===== src/rtl/sipo_deserializer.sv =====
// Serial-in/parallel-out deserializer with a single-entry valid/ready holding register.
// Define SIPO_MSB_FIRST_EN to place the first chunk in the MSB slice (I2C wire order).
module sipo_deserializer #(
  parameter int SIZE_DATA_IN  = 1,
  parameter int SIZE_DATA_OUT = 8
) (
  input  logic                     i_clk,
  input  logic                     i_rst,
  input  logic                     i_valid,
  input  logic [SIZE_DATA_IN-1:0]  i_data,
  input  logic                     i_clear,
  input  logic                     i_ready,
  output logic [SIZE_DATA_OUT-1:0] o_data,
  output logic                     o_valid,
  output logic                     o_busy,
  output logic                     o_overrun
);

  localparam int DEPTH = SIZE_DATA_OUT / SIZE_DATA_IN;
  localparam int CW    = (DEPTH < 2) ? 1 : $clog2(DEPTH);
  localparam logic [CW-1:0] LAST = CW'(DEPTH - 1);

  generate
    if (DEPTH < 2 || DEPTH * SIZE_DATA_IN != SIZE_DATA_OUT) begin : g_bad_cfg
      $error("sipo_deserializer: SIZE_DATA_OUT must be >=2 whole multiples of SIZE_DATA_IN");
    end
  endgenerate

  typedef enum logic {F_IDLE, F_FILL} fill_t;
  typedef enum logic {H_EMPTY, H_FULL} hold_t;

  fill_t fill_q, fill_d;
  hold_t hold_q, hold_d;

  logic [CW-1:0]            cnt_q, cnt_d;
  logic [CW-1:0]            slot;
  logic [SIZE_DATA_OUT-1:0] asm_q, asm_d;
  logic [SIZE_DATA_OUT-1:0] data_q, data_d;
  logic                     ovr_q, ovr_d;
  logic                     accept;
  logic                     complete;
  logic                     load;

  always_ff @(posedge i_clk) begin
    if (i_rst) begin
      fill_q <= F_IDLE;
      hold_q <= H_EMPTY;
      cnt_q  <= '0;
      asm_q  <= '0;
      data_q <= '0;
      ovr_q  <= 1'b0;
    end else begin
      fill_q <= fill_d;
      hold_q <= hold_d;
      cnt_q  <= cnt_d;
      asm_q  <= asm_d;
      data_q <= data_d;
      ovr_q  <= ovr_d;
    end
  end

  // Clear wins over a same-cycle chunk; the completing chunk merges combinationally.
  always_comb begin
    accept   = i_valid & ~i_clear;
    complete = accept & (cnt_q == LAST);
`ifdef SIPO_MSB_FIRST_EN
    slot = LAST - cnt_q;
`else
    slot = cnt_q;
`endif
    asm_d = asm_q;
    for (int s = 0; s < DEPTH; s++) begin
      if (accept && slot == CW'(s)) begin
        asm_d[s*SIZE_DATA_IN +: SIZE_DATA_IN] = i_data;
      end
    end

    cnt_d = cnt_q;
    if (i_clear)       cnt_d = '0;
    else if (complete) cnt_d = '0;
    else if (accept)   cnt_d = cnt_q + 1'b1;

    fill_d = fill_q;
    unique case (fill_q)
      F_IDLE: if (accept && !complete) fill_d = F_FILL;
      F_FILL: if (i_clear || complete) fill_d = F_IDLE;
      default: fill_d = F_IDLE;
    endcase

    load   = complete & ((hold_q == H_EMPTY) | i_ready);
    ovr_d  = complete & (hold_q == H_FULL) & ~i_ready;
    data_d = data_q;
    hold_d = hold_q;
    unique case (hold_q)
      H_EMPTY: if (complete) hold_d = H_FULL;
      H_FULL:  if (i_ready && !complete) hold_d = H_EMPTY;
      default: hold_d = H_EMPTY;
    endcase
    if (load) data_d = asm_d;
    else if (hold_q == H_FULL && i_ready) data_d = '0;
  end

  always_comb begin
    o_valid   = (hold_q == H_FULL);
    o_data    = o_valid ? data_q : '0;
    o_busy    = (fill_q == F_FILL);
    o_overrun = ovr_q;
  end

endmodule


===== config.mk =====
export PLATFORM = sky130hd
export DESIGN_NAME = sipo_deserializer
export DESIGN_NICKNAME = d
export VERILOG_FILES = /design/src/rtl/sipo_deserializer.sv
export SDC_FILE = /design/constraint.sdc
export NUM_CORES = 1
export LEC_CHECK = 0
export ABC_AREA = 1
export BUFFER_PORTS_ARGS = -buffer_cell sky130_fd_sc_hd__buf_4
export CORE_ASPECT_RATIO = 0.8
export CORE_MARGIN = 5
export CORE_UTILIZATION = 42
export CTS_CLUSTER_SIZE = 8
export DETAILED_ROUTE_END_ITERATION = 7
export MAX_ROUTING_LAYER = met4
export SLEW_MARGIN = 20
export SYNTH_ARGS = -nofsm -noshare
export SYNTH_HDL_FRONTEND = slang
export SYNTH_SLANG_ARGS = --single-unit

===== constraint.sdc =====
create_clock -name i_clk -period 3.6 [get_ports i_clk]
set_input_delay 0.54 -clock i_clk [delete_from_list [all_inputs] [get_ports i_clk]]
set_output_delay 0.54 -clock i_clk [all_outputs]
set_load 0.01 [all_outputs]

==> results.yml, run 1 <==
clocking:
  clock-root-buffer: "clkbuf_4"
  cts.sinks: 21
  ctsResizeCount: 0
  cts_buffers: 3
  cts_tree: "done"
  cts_hold_buf: 0
  clock_path_buffers: 2
  clk_pin_slew_ps: 120
  cts_setup_buffers: 0
  htree_levels: 1
  clkLatencyLatePin_ps: 300
hold_path:
  holdCritPathClass: "in2reg"
  worstHoldPathCells: 2
  whs_endpoint: "o_busy"
  min-delay-start: "i_valid"
grt:
  grt.total_usage_pct: 12.1
  grt_pass1_vias: 838
  grt_max_degree: 19
  grt_antenna_before_repair: 0
  overflow: 0
  grt_first_pass_wirelength_mm: 3.48
synthesis:
  synthFlopType: "dfxtp_1"
  syn_inst: 148
  synth-xor-area-share_pct: 0
  synthAdderAreaFrac_pct: 6.76
  ys_seq_elements: 21
  async_flop_share_pct: 0
  synth_most_common_cell: "nand2_1"
  synth_largest_area_cell: "dfxtp_1"
  seq_area_frac_synth_pct: 37.8
  ys_top_cells_by_count: "nand2_1, dfxtp_1, inv_1, a21oi_1"
  synth_edf_count: 0
  synth_top_family_by_area: "simple AND/OR/NAND/NOR gates"
  synth_nets: 160
  synthMuxAreaShare_pct: 0
  syn_avg_cell_area_sq_um: 7.51
  synth_area_leaders: "dfxtp_1, nand2_1, nand3_2, ha_1, inv_1"
  yosys.area_share.simple_pct: 38.5
  netlist_area_sq_mm: 0.00111
  synth.top_cell.area_share_pct: 37.8
  synth_compound_area_share_pct: 5.86
  synth.distinct_cells: 20
  ys.warnings.count: 0
drt:
  postRouteWirelength_mm: 1.92
  drt_iter0_drc: 30
  wl_per_cell_microns: 9.66
  vias_per_cell: 4.41
  drtPass1Iterations: 4
  dr_total_vias: 877
  drcViolationCount: 0
  ant_nets: 0
sta:
  finalMaxSlewViolations: 0
  period_minus_slack_ps: 1680
  finalSetupTns_ps: 0
  max_freq_mhz: 597
  final_hold_viol_count: 0
  worst_pin_slew_ps: 366
  whs_ps: 415
  fin_skew_ps: 8.26
  max_slew_margin_pct: 75.6
  setup_violations: 0
  final.period_utilization_pct: 46.6
  rsz0062_at_grt: "no"
critical_path:
  worstPathArrival_ps: 1140
  cp_max_fo: 10
  r2r_slack_ps: 2260
  reg2reg_to: "data_q[5]"
  path_class: "reg2out"
  cp.required_ps: 3060
  startpoint_type: "flop"
  r2r_start: "cnt_q[0]"
  r2r_cells: 7
  end_kind: "output port"
layout:
  finish.utilization_pct: 50.8
  drive_above_1_share_pct: 23.3
  finalNetCount: 176
  area.growth.synth_to_final_pct: 13.4
  antenna_cells: 0
  final_cells: 199
die:
  die_area_sq_mm: 0.00378
  start_util_pct: 44.8
  die_y_microns: 56.0
  core_sq_mm: 0.00248
  rows: 16
  io_pins: 17
  die_x_microns: 67.5
placement:
  gp_congestion: 0.702
  place_hpwl_mm: 1.53
  portBuffers: 16
  dp_cells: 195
flow_run:
  cap_violations: 0
power_and_ir_drop:
  finalPower_uw: 377
  p_leak_nw: 0.668
  ir_drop_mv: 0.161
  pwr_density_cell_mw_per_mm2: 300
outcome:
  status: "completed"
-- through the flow --
step	setup slack (ps)	area (sq um)
2_1_floorplan	2400	1110
3_3_place_gp	2120	1230
3_5_place_dp	2090	1230
4_1_cts	1900	1260
5_1_grt	1790	1260
6_report	1920	1260
-- worst max path at each step --
stage / slack [ps] / from / cells past startpoint / to
floorplan: 2400 / i_valid / 7 / data_q[0]
global placement: 2120 / i_clear / 7 / data_q[3]
detailed placement: 2090 / i_clear / 7 / data_q[3]
CTS: 1900 / o_valid / 3 / o_data[6]
global route: 1790 / o_valid / 3 / o_data[0]
finish: 1920 / o_valid / 3 / o_data[2]
-- area by class of cell --
cell class | instances | area, sq um
clock buffers | 3 | 22.5
clock inverters | 1 | 5.00
fillers | 263 | 1220
inverters | 21 | 78.8
multi-input cells | 101 | 568
flip-flops and latches | 21 | 420
well taps | 36 | 45.0
repair buffers | 16 | 120
-- report_power, final --
group | leakage, nW | internal, mW | switching [mW]
clock network | 0.0177 | 0.0414 | 0.0730
logic | 0.481 | 0.00937 | 0.0188
registers | 0.169 | 0.234 | 0.000950
total | 0.668 | 0.285 | 0.0927
-- logic make-up after synthesis --
logic type      after synthesis
flops                        21
compound gates               13
simple gates                 82
buf+inv                      26
fa+ha+maj                     6
-- critical path, cell delays in order, from the launching register on --
cell	delay, ps
dfxtp_1	560
nand2_1	90
inv_1	60
buf_4	110
-- layer usage --
layer	routed length, microns	vias to the layer above	global-route usage (%)	share of wire [%]
met5	0	-	-	0
met4	13	0	2.31	0.68
met3	95	2	4.85	4.9
met2	812	15	17.6	42
met1	1000	375	15.6	52
li1	-	485	-	-
-- flip-flops by register name, summed over array words and instances (netlist names) --
signal     cells
cnt_q          3
o_busy         1
o_valid        1
o_overrun      1
asm_q          7
data_q         8
-- cell usage in the layout (no fill, tap or decap), drive strengths merged --
cell | synthesis | final
ha | 6 | 6
a21oi | 11 | 11
nor2 | 8 | 8
inv | 21 | 21
nand2 | 57 | 57
or2 | 1 | 1
nand3 | 16 | 16
dfxtp | 21 | 21
clkbuf | 1 | 3
buf | 4 | 16
o21ai | 2 | 2
clkinv | 0 | 1
(Power assumes the default switching activity.)
==> inputs of run 2 (changes only) <==
==> constraint.sdc (replaced) <==
create_clock -name i_clk -period 1.7 [get_ports i_clk]
set_input_delay 0.255 -clock i_clk [delete_from_list [all_inputs] [get_ports i_clk]]
set_output_delay 0.255 -clock i_clk [all_outputs]
set_load 0.01 [all_outputs]
==> run 2 against run 1 <==
Effect of this change:
- global-route usage up 1.1 points
- total power up 110%
- count of clock-buffer cells in the layout up 1
- first-iteration DRC count down 3.3%
- hold slack worse by 290 ps
- clock power up 120%
- die area unchanged
- sequential share of layout area about the same
- sequential power up 110%
- clock skew down 6.1 ps
- utilization down 0.050 points
==> results.yml, run 2 (synthesis gave the netlist of run 1 again) <==
grt:
  grt.total_usage_pct: 13.2
  grt_antenna_before_repair: 0
  grt_pass1_vias: 863
  grt_max_degree: 19
  grt_first_pass_wirelength_mm: 3.75
  overflow: 0
die:
  start_util_pct: 44.8
  die_x_microns: 67.5
  core_sq_mm: 0.00248
  die_area_sq_mm: 0.00378
  io_pins: 17
  die_y_microns: 56.0
  rows: 16
power_and_ir_drop:
  ir_drop_mv: 0.351
  internal_power_uw: 607
  clkPwrFrac_pct: 31.1
  pwr_density_cell_mw_per_mm2: 643
  finalPower_uw: 809
  net-switching-power_uw: 202
  p_leak_nw: 0.665
  p_sw_share_pct: 25.0
  power_frac_seq_pct: 61.4
  p_comb_share_pct: 7.5
clocking:
  cts_tree: "done"
  clock-root-buffer: "clkbuf_4"
  ctsResizeCount: 0
  clk_pin_slew_ps: 120
  clock_path_buffers: 2
  cts_buffers: 3
  clkLatencyLatePin_ps: 310
  cts_hold_buf: 0
  cts.sinks: 21
  htree_levels: 1
  cts_setup_buffers: 0
layout:
  fillers: 279
  finalNetCount: 176
  reg_top3: "data_q: 8 flops, asm_q: 7 flops, cnt_q: 3 flops"
  largest_reg_flops: 8
  ff_latch_area_sq_um: 420
  final_cell_mix: "nand2_1, dfxtp_1, inv_1"
  finish.utilization_pct: 50.7
  multiInputGateArea_sq_um: 568
  antenna_cells: 0
  area.growth.synth_to_final_pct: 13.3
  layout_commonest_cell: "nand2_1"
  drive_above_1_share_pct: 22.7
  regMostFlops: "data_q"
sta:
  rsz0062_at_grt: "no"
  max_slew_margin_pct: 75.8
  fin_skew_ps: 2.12
  final_hold_viol_count: 0
  final.period_utilization_pct: 81.8
  worst_slack_ps: 310
  worst_pin_slew_ps: 363
  period_minus_slack_ps: 1390
  finalSetupTns_ps: 0
  max_freq_mhz: 719
  setup_violations: 0
  finalMaxSlewViolations: 0
critical_path:
  cp_max_fo: 10
  cp.required_ps: 1440
  path_class: "reg2out"
  startpoint_type: "flop"
  end_kind: "output port"
  r2r_cells: 7
  worstPathArrival_ps: 1140
drt:
  drcViolationCount: 0
  drt_iter0_drc: 29
  drtPass1Iterations: 3
  wl_per_cell_microns: 10.5
  vias_per_cell: 4.50
  dr_total_vias: 895
  postRouteWirelength_mm: 2.09
  ant_nets: 0
placement:
  post-place-ws_ps: 385
  portBuffers: 16
  gp_congestion: 0.703
  place_hpwl_mm: 1.61
flow_run:
  cap_violations: 0
outcome:
  status: "completed"
hold_path:
  worstHoldPathCells: 2
  holdCritPathClass: "in2reg"
[run 2: cell count changes in the layout (fill, tap and decap cells not counted)]
cell and delta:
clkbuf_1 +1, clkinv_2 -1
[run 2: through the flow]
stage / hold slack [ps] / instances / area [sq um]
2_1_floorplan: 348 / 148 / 1110
3_3_place_gp: 432 / 195 / 1230
3_5_place_dp: 438 / 195 / 1230
4_1_cts: 118 / 199 / 1260
5_1_grt: 118 / 199 / 1260
6_report: 126 / 199 / 1260
[run 2: worst max-delay path, cell delays in order, from the launching register on]
cell	delay (ps)
dfxtp_1	560
nand2_1	90
inv_1	60
buf_4	110
[run 2: worst paths after layout]
kind                   from   endpoint  slack (ps)
setup / recovery    o_valid  o_data[0]         310
hold / removal      i_valid     o_busy         130
setup reg to reg   cnt_q[0]  data_q[0]         380
hold reg to reg   data_q[7]  data_q[7]         460
[run 2: power groups by stage]
stage / Sequential [mW] / Combinational [mW] / Clock, mW
3_5_place_dp: 0.508 / 0.0611 / 0
2_1_floorplan: 0.508 / 0.0447 / 0
3_3_place_gp: 0.508 / 0.0596 / 0
4_1_cts: 0.497 / 0.0612 / 0.260
5_1_grt: 0.498 / 0.0676 / 0.279
6_report: 0.497 / 0.0603 / 0.252
[run 2: area by class of cell]
type | count | area share [%]
sequential | 21 | 33.4
clock buffer | 4 | 2.09
tap | 36 | 3.58
timing repair buffer | 16 | 9.54
inverter | 21 | 6.26
multi-input combinational | 101 | 45.1
[run 2: routing by layer]
layer	vias to the layer above	wire (microns)	global-route usage (%)
li1	479	-	-
met1	397	1020	16.0
met4	0	23	3.47
met3	4	90	4.44
met2	15	959	20.5
met5	-	0	-
==> inputs of run 3 (changes only) <==
--- a/config.mk
+++ b/config.mk
@@ -5,7 +5,7 @@
 export SDC_FILE = /design/constraint.sdc
 export NUM_CORES = 1
 export LEC_CHECK = 0
-export ABC_AREA = 1
+export ABC_AREA = 0
 export BUFFER_PORTS_ARGS = -buffer_cell sky130_fd_sc_hd__buf_4
 export CORE_ASPECT_RATIO = 0.8
 export CORE_MARGIN = 5
==> constraint.sdc (replaced) <==
create_clock -name i_clk -period 1.4 [get_ports i_clk]
set_input_delay 0.21 -clock i_clk [delete_from_list [all_inputs] [get_ports i_clk]]
set_output_delay 0.21 -clock i_clk [all_outputs]
set_load 0.01 [all_outputs]
==> run 3 against run 2 <==
Effect of this change:
- clock skew up 0.68 ps
- critical path type is now reg2reg
- critical endpoint is now data_q[2]
- sequential share of layout area up 0.065 points
- combinational power up 41%
- highest routed layer unchanged
==> results.yml, run 3 <==
power_and_ir_drop:
  pwr_density_cell_mw_per_mm2: 766
  p_leak_nw: 0.532
  ir_drop_mv: 0.660
  finalPower_uw: 976
sta:
  final.period_utilization_pct: 99.2
  worst_slack_ps: 11.1
  finalMaxSlewViolations: 0
  fin_skew_ps: 2.81
  worst_pin_slew_ps: 359
  setup_violations: 0
  period_minus_slack_ps: 1390
  rsz0062_at_grt: "yes"
  final_hold_viol_count: 0
  whs_ps: 126
  max_freq_mhz: 720
  max_slew_margin_pct: 76.0
drt:
  wl_per_cell_microns: 13.7
  wl_met3_microns: 79
  maxUsedRoutingLayer: "met4"
  drtPass1Iterations: 2
  postRouteWirelength_mm: 1.96
  drt_iter0_drc: 5
  vias_per_cell: 4.98
  wl_met1_microns: 977
  drcViolationCount: 0
  ant_nets: 0
  dr_total_vias: 712
  route.met2.wl_microns: 887
layout:
  finish.utilization_pct: 58.6
  largest_reg_flops: 8
  fillers: 197
  area.growth.synth_to_final_pct: 32.3
  reg_top3: "data_q: 8 flops, asm_q: 7 flops, cnt_q: 3 flops"
  finalNetCount: 131
  ff_latch_area_sq_um: 427
  regMostFlops: "data_q"
  final_cell_mix: "buf_4, dfxtp_1, and2_1, nand2b_1, mux2i_1"
  multiInputGateArea_sq_um: 578
  drive_above_1_share_pct: 37.3
  layout_commonest_cell: "buf_4"
  antenna_cells: 0
synthesis:
  ys_seq_elements: 21
  synth_largest_area_cell: "dfxtp_1"
  syn_inst: 92
  ys_top_cells_by_count: "dfxtp_1, and2_1, mux2i_1, nand2b_1, ha_1"
  netlist_area_sq_um: 963
  ys.warnings.count: 0
  seq_area_frac_synth_pct: 43.6
  synth_nets: 104
  synth_area_leaders: "dfxtp_1, mux2i_1, ha_1, and2_1, nand2b_1"
  syn_avg_cell_area_sq_um: 10.5
  synth.distinct_cells: 22
  synth_most_common_cell: "dfxtp_1"
  synthFlopType: "dfxtp_1"
  synth_edf_count: 0
  synth.top_cell.area_share_pct: 43.6
  async_flop_share_pct: 0
hold_path:
  worstHoldPathCells: 2
  whs_endpoint: "cnt_q[0]"
  min-delay-start: "i_clear"
  holdCritPathClass: "in2reg"
critical_path:
  path_delay_family: "flip-flops"
  r2r_cells: 6
  crit_chain: "buf_4 -> inv_4 -> ha_4 -> and4bb_1 -> mux2i_2 -> a22o_1"
  reg2reg_to: "data_q[2]"
  r2r_slack_ps: 10
  r2r_start: "cnt_q[0]"
  slowest_delay_ps: 350
  crit_buf_inv: 2
  cp.required_ps: 1650
  startpoint_type: "flop"
  end_kind: "flop"
  worstPathArrival_ps: 1640
  crit_slowest_cell: "dfxtp_2"
  cp_max_fo: 3
  path_class: "reg2reg"
die:
  die_y_microns: 52.8
  die_area_sq_mm: 0.00336
  core_sq_mm: 0.00218
  die_x_microns: 63.5
  start_util_pct: 44.3
  io_pins: 17
  rows: 15
clocking:
  clkLatencyLatePin_ps: 300
  clock-root-buffer: "clkbuf_4"
  htree_levels: 1
  clk_pin_slew_ps: 110
  cts_tree: "done"
  clock_path_buffers: 2
  cts.sinks: 21
  cts_buffers: 3
grt:
  grt_first_pass_wirelength_mm: 3.23
  grt_max_degree: 17
  grt_antenna_before_repair: 0
  overflow: 0
  grt_pass1_vias: 692
  grt.total_usage_pct: 12.5
flow_run:
  cap_violations: 0
placement:
  gp_congestion: 0.726
  post-place-ws_ps: -45.6
  portBuffers: 16
  place_hpwl_mm: 1.36
outcome:
  status: "completed"
==> run 3: cell count changes after synthesis, sizes merged, moves of 9 or more <==
cell,delta
inv,-17
nand2,-57
nand3,-16
a21oi,-9
==> run 3: what timing repair did <==
action / CTS / global route
hold buffers: 0 / 0
pin swaps: 2 / 6
endpoints found under the setup margin: 6 / 18
buffers inserted: 2 / 1
resized for setup: 5 / 10
==> run 3: worst reg2reg max path, delay by kind of cell, from the launching register on <==
kind | cells | cell delay, ps
buffers and inverters | 2 | 220
DFF | 1 | 350
muxes | 1 | 260
and+or+nand+nor | 1 | 230
adders and majority gates | 1 | 130
AOI/OAI and AO/OA | 1 | 160
==> run 3: per-layer routing <==
layer | vias up | track usage (%)
li1 | 378 | -
met1 | 321 | 16.0
met2 | 9 | 18.9
met3 | 4 | 4.29
met4 | 0 | 3.11
met5 | - | -
==> run 3: worst max-delay path by stage <==
| stage | slack (ps) | endpoint | cells past startpoint | from |
|---|---|---|---|---|
| after global routing | -70 | data_q[2] | 6 | cnt_q[0] |
| after detailed placement | -50 | data_q[6] | 5 | cnt_q[1] |
| after CTS | -9 | data_q[2] | 6 | cnt_q[0] |
| after floorplan | 0.9 | data_q[1] | 5 | cnt_q[0] |
| after global placement | 6 | data_q[5] | 5 | cnt_q[1] |
| final | 10 | data_q[2] | 6 | cnt_q[0] |
==> run 3: where the power goes <==
group / switching [mW] / total, mW / internal [mW]
combinational: 0.0429 / 0.0852 / 0.0424
sequential: 0.00319 / 0.604 / 0.601
clock: 0.176 / 0.287 / 0.111
==> run 3: metrics by stage <==
stage	std cells	TNS [ps]	instance area, sq um
finish	143	0	1270
global route	143	-374	1270
CTS	142	-8.95	1220
detailed placement	136	-168	1160
global placement	136	0	1160
floorplan	92	0	981
==> run 3: cell type report <==
cell class,instances,area share (%)
inverter,4,1.37
timing repair buffer,26,15.3
tap,25,2.45
clock buffer,4,2.06
sequential,21,33.5
multi-input combinational,63,45.3
==> run 3: logic make-up (layout without fill, tap and decap cells) <==
| logic type | Yosys count | in the layout | synth area share [%] |
|---|---|---|---|
| buffers and inverters | 8 | 34 | 3.90 |
| muxes | 9 | 9 | 9.48 |
| and+or+nand+nor | 35 | 35 | 24.4 |
| DFF | 21 | 21 | 43.6 |
| AOI/OAI and AO/OA | 13 | 13 | 10.8 |
| adders and majority gates | 6 | 6 | 7.79 |
